[src/rtl/root_pkg.sv]
// Shared widths and helpers for the radix-4 squaring unit.
package root_pkg;

  localparam int unsigned OpW     = 32;
  localparam int unsigned AccW    = 66;
  localparam int unsigned NumIter = 16;
  localparam int unsigned CntW    = 5;

  // Upper half of the 64-bit square with all discarded low bits jammed into bit 0.
  function automatic logic [OpW-1:0] sticky_jam(input logic [2*OpW-1:0] p);
    return {p[2*OpW-1:OpW+1], p[OpW] | (|p[OpW-1:0])};
  endfunction

endpackage

[src/rtl/root_square_step.sv]
// One radix-4 shift-add iteration: add digit*q to the upper accumulator, then shift right by 2.
module root_square_step
  import root_pkg::*;
(
  input  logic [AccW-1:0] acc_i,
  input  logic [OpW-1:0]  q_i,
  input  logic [OpW+1:0]  q3_i,
  input  logic [1:0]      digit_i,
  output logic [AccW-1:0] acc_o
);

  logic [OpW+1:0]  addend;
  logic [AccW-1:0] acc_sum;

  always_comb begin
    addend = '0;
    unique case (digit_i)
      2'd0: addend = '0;
      2'd1: addend = {2'b00, q_i};
      2'd2: addend = {1'b0, q_i, 1'b0};
      2'd3: addend = q3_i;
    endcase
    // Upper part stays below q before the add, so the 34-bit sum cannot overflow.
    acc_sum = {acc_i[AccW-1:OpW] + addend, acc_i[OpW-1:0]};
    acc_o   = acc_sum >> 2;
  end

endmodule

[src/rtl/root_square_radix4.sv]
// Iterative radix-4 squarer d = q*q (upper half, sticky jam), 16 iterations per result.
// Optional inexact output enabled by defining ROOT_SQUARE_INEXACT_EN.
module root_square_radix4
  import root_pkg::*;
(
  input  logic            clock,
  input  logic            reset,
  input  logic [OpW-1:0]  q,
  input  logic            start,
  output logic [OpW-1:0]  d,
  output logic            busy,
  output logic            ready,
`ifdef ROOT_SQUARE_INEXACT_EN
  output logic            inexact,
`endif
  output logic [CntW-1:0] count
);

  logic [AccW-1:0] acc_q, acc_d, acc_step;
  logic [OpW-1:0]  opnd_q, opnd_d;
  logic [OpW-1:0]  mplr_q, mplr_d;
  logic [OpW+1:0]  q3_q, q3_d;
  logic [CntW-1:0] count_q, count_d;
  logic [OpW-1:0]  d_q, d_d;
  logic            busy_q, busy_d;
  logic            busy_dly_q, busy_dly_d;
`ifdef ROOT_SQUARE_INEXACT_EN
  logic            inexact_q, inexact_d;
`endif

  root_square_step u_step (
    .acc_i   (acc_q),
    .q_i     (opnd_q),
    .q3_i    (q3_q),
    .digit_i (mplr_q[1:0]),
    .acc_o   (acc_step)
  );

  always_comb begin
    acc_d      = acc_q;
    opnd_d     = opnd_q;
    mplr_d     = mplr_q;
    q3_d       = q3_q;
    count_d    = count_q;
    d_d        = d_q;
    busy_d     = busy_q;
    busy_dly_d = busy_q;
`ifdef ROOT_SQUARE_INEXACT_EN
    inexact_d  = inexact_q;
`endif
    if (start && !busy_q) begin
      opnd_d  = q;
      mplr_d  = q;
      q3_d    = {2'b00, q} + {1'b0, q, 1'b0};
      acc_d   = '0;
      count_d = '0;
      busy_d  = 1'b1;
    end else if (busy_q) begin
      acc_d   = acc_step;
      mplr_d  = mplr_q >> 2;
      count_d = count_q + CntW'(1);
      if (count_q == CntW'(NumIter - 1)) begin
        busy_d = 1'b0;
        d_d    = sticky_jam(acc_step[2*OpW-1:0]);
`ifdef ROOT_SQUARE_INEXACT_EN
        inexact_d = |acc_step[OpW-1:0];
`endif
      end
    end
  end

  always_ff @(posedge clock) begin
    if (reset) begin
      acc_q      <= '0;
      opnd_q     <= '0;
      mplr_q     <= '0;
      q3_q       <= '0;
      count_q    <= '0;
      d_q        <= '0;
      busy_q     <= 1'b0;
      busy_dly_q <= 1'b0;
`ifdef ROOT_SQUARE_INEXACT_EN
      inexact_q  <= 1'b0;
`endif
    end else begin
      acc_q      <= acc_d;
      opnd_q     <= opnd_d;
      mplr_q     <= mplr_d;
      q3_q       <= q3_d;
      count_q    <= count_d;
      d_q        <= d_d;
      busy_q     <= busy_d;
      busy_dly_q <= busy_dly_d;
`ifdef ROOT_SQUARE_INEXACT_EN
      inexact_q  <= inexact_d;
`endif
    end
  end

  assign d     = d_q;
  assign busy  = busy_q;
  assign ready = ~busy_q & busy_dly_q;
  assign count = count_q;
`ifdef ROOT_SQUARE_INEXACT_EN
  assign inexact = inexact_q;
`endif

endmodule

[config.mk]
export PLATFORM = sky130hd
export DESIGN_NAME = root_square_radix4
export DESIGN_NICKNAME = d
export VERILOG_FILES = /design/src/rtl/root_pkg.sv /design/src/rtl/root_square_step.sv /design/src/rtl/root_square_radix4.sv
export SDC_FILE = /design/constraint.sdc
export NUM_CORES = 1
export LEC_CHECK = 0
export ABC_AREA = 1
export CAP_MARGIN = 20
export CORE_AREA = 4 4 149 151
export DETAILED_ROUTE_END_ITERATION = 10
export DIE_AREA = 0 0 153 155
export PLACE_DENSITY = 0.79
export SLEW_MARGIN = 40
export SYNTH_ARGS = -nofsm -noshare
export SYNTH_HDL_FRONTEND = slang
export SYNTH_SLANG_ARGS = --single-unit
[constraint.sdc]
create_clock -name clock -period 3 [get_ports clock]
set_input_delay 0.6 -clock clock [delete_from_list [all_inputs] [get_ports clock]]
set_output_delay 0.6 -clock clock [all_outputs]
set_load 0.03 [all_outputs]
==> impl_metrics.ini <==
[min_path]
hold_class = reg -> reg

[clock_network]
clk_latency_ns = 0.45
cts_tree = built
clk_pin_slew_ns = 0.09
postCtsSetupRepairBufs = 0
ctsLongestPathBuffers = 2
cts_sinks = 198
cts_hold_buf = 0
clockRootBuffer = clkbuf_16
cts-buffers-inserted = 17
ctsHtreeMaxLevel = 4

[synthesis]
synth_top_cell_by_area = dfxtp_1
synth_top_cell_area_share_pct = 32.1
yosys.cell_types.count = 40
ys_ff_latch = 198
ys_seq_area_share_pct = 32.1
synth_async_sr_flop_share_pct = 0
postSynthAreaPerCell_um2 = 6.33
syn_inst = 1949
synth_nets = 2053
yosys.cell_count.top_type = nand2_1
synth_area_leaders = dfxtp_1 32%, nand2_1 18%, inv_1 9.5%
synth-edff-count = 0
yosys_warnings = 0
syn_area_um2 = 12300
ys.flop_type = dfxtp_1
ys_top_cells_by_count = 582 x nand2_1, 311 x inv_1, 198 x dfxtp_1, 162 x nor2_1, 124 x a21oi_1

[place]
post-dp-hpwl_um = 28800
port_buffers = 73
place_ws_ns = 0.0313
placed_area_um2 = 13400
gp_congestion = 0.984

[cells_and_area]
fin_nets = 2103
final_area_um2 = 14000
layout-drive-gt1-share_pct = 5.57
n_antenna_cell = 0
area_delta_synth_final_pct = 13.6

[sta]
setup_viol = 0
max_freq_ghz = 0.355
fin_crit_sh_pct = 93.9
fin_crit_ns = 2.82
tightest_slew_ns = 0.774
maxSlewViolCount = 0
tns_ns = 0
grt_setup_unrepaired = false
clock_skew_ns = 0.0174
fin_ws_ns = 0.183
slew_headroom_pct = 48.3
hold_viol_final = 0

[drt]
vias = 12700
routedWlPerCell_um = 16.5
drc = 0
wl_met1_um = 16700
dr.pass1.iters = 6
drtIter0Drc = 1177
ant_nets = 0
top_layer = met4
dr_wl_met3_um = 2480
wl_um = 37700
met2_length_um = 17500
viasPerCell = 5.54

[global_route]
grtUsageTotal_pct = 31.1
grt_pass1_vias = 11600
grt_pass1_wl_um = 60000
grt_max_degree = 72
grt_overflow = 0
antenna_found_initial = 0

[critical_path]
cp.required_ns = 3.35
end_kind = flop
critPathKind = reg -> reg
crit_fanout = 18
crit_path_start_kind = flop
arrival_ns = 3.17

[run_status]
status = completed

[floorplanning]
ioPinCount = 74
placementRows = 53
core_area_um2 = 20800
chipWidth_um = 153
start_util_pct = 59.3
die-area_um2 = 23700
dieHeight_um = 155

[power_and_ir_drop]
p_per_area_nw_per_um2 = 466
p_leak_nw = 6.83
power.ir.vdd_worst_mv = 0.358

[job]
drv_cap = 0
[power breakdown]
group / switching, mW / total, mW / leakage (nW) / internal [mW]
clock network: 1.33 / 2.53 / 0.318 / 1.20
registers: 0.0681 / 2.82 / 1.62 / 2.75
logic: 0.794 / 1.18 / 4.89 / 0.383
[worst max-delay path: stages (launching register included)]
cell and delay (ns):
dfxtp_1 0.43, inv_1 0.11, nand2_1 0.09, buf_4 0.23, o221ai_1 0.22, ha_1 0.46, nand2_1 0.15, nor2_1 0.21
nand4_1 0.16, a21oi_1 0.17, nor2_1 0.09, nand3_1 0.11, nand2_1 0.14, nand2_1 0.09, nand2_1 0.04
[timing repair]
item | CTS | global route
setup endpoints to repair | 0 | 6
endpoints found under the hold margin | 0 | 0
resized for setup | 0 | 7
[final cells by class]
class | count | area [um^2]
clock inverter | 15 | 233
multi-input combinational | 1369 | 6940
inverter | 314 | 1180
tap | 275 | 344
fill | 1996 | 6800
sequential | 198 | 3970
clock buffer | 17 | 425
timing repair buffer | 99 | 933
[layout by cell type, fill, tap and decap left out, types with 5 or more instances in the layout]
master             n
o22ai_1           32
clkbuf_16         17
nand3_2            6
xor2_1            17
nor3_1            18
buf_4             25
nor2_1           161
o21bai_1           7
nor4_1             8
nand2_1          582
clkdlybuf4s50_1   72
inv_1            311
nand3_1          123
ha_1              66
nand2_2           19
nor2_2            11
a31oi_1            8
xnor2_1            6
o211ai_1          14
dfxtp_1          196
o21ai_0           89
o221ai_1          27
nand4_1           17
a21oi_1          121
o21ai_1            5
a22oi_1            6
[cell families after synthesis]
group	synth area share [%]
flops	32.1
buf+inv	11.8
compound gates	15.2
simple gates	32.1
fa+ha+maj	7.11
xor+xnor	1.63
[per-stage QoR]
stage | hold slack [ns] | total power, mW | utilization (%) | instances
finish | 0.471 | 6.53 | 67.4 | 2287
global route | 0.498 | 6.81 | 67.4 | 2287
CTS | 0.476 | 6.53 | 67.3 | 2287
detailed placement | 0.461 | 4.02 | 64.1 | 2255
global placement | 0.449 | 4.01 | 64.1 | 2255
floorplan | 0.426 | 3.64 | - | 1949
[state kept, by name, summed over array words and instances (netlist names)]
name / flops
acc_q: 62
busy: 1
busy_dly_q: 1
count: 5
d: 32
mplr_q: 32
opnd_q: 32
q3_q: 33
[worst paths after layout]
| path | depth (start not counted) | slack, ns | endpoint | from |
|---|---|---|---|---|
| setup reg to reg | 14 | 0.18 | d[31] | mplr_q[0] |
| setup / recovery | 14 | 0.18 | d[31] | mplr_q[0] |
| hold / removal | 2 | 0.47 | d[20] | d[20] |
| hold reg to reg | 2 | 0.47 | d[20] | d[20] |
[routing by layer]
metal,vias to the layer above,track usage (%)
met4,0,9.25
met5,-,0
li1,6347,-
met2,469,52.3
met1,5776,42.5
met3,70,3.59
Power figures use the tool's default switching activity.
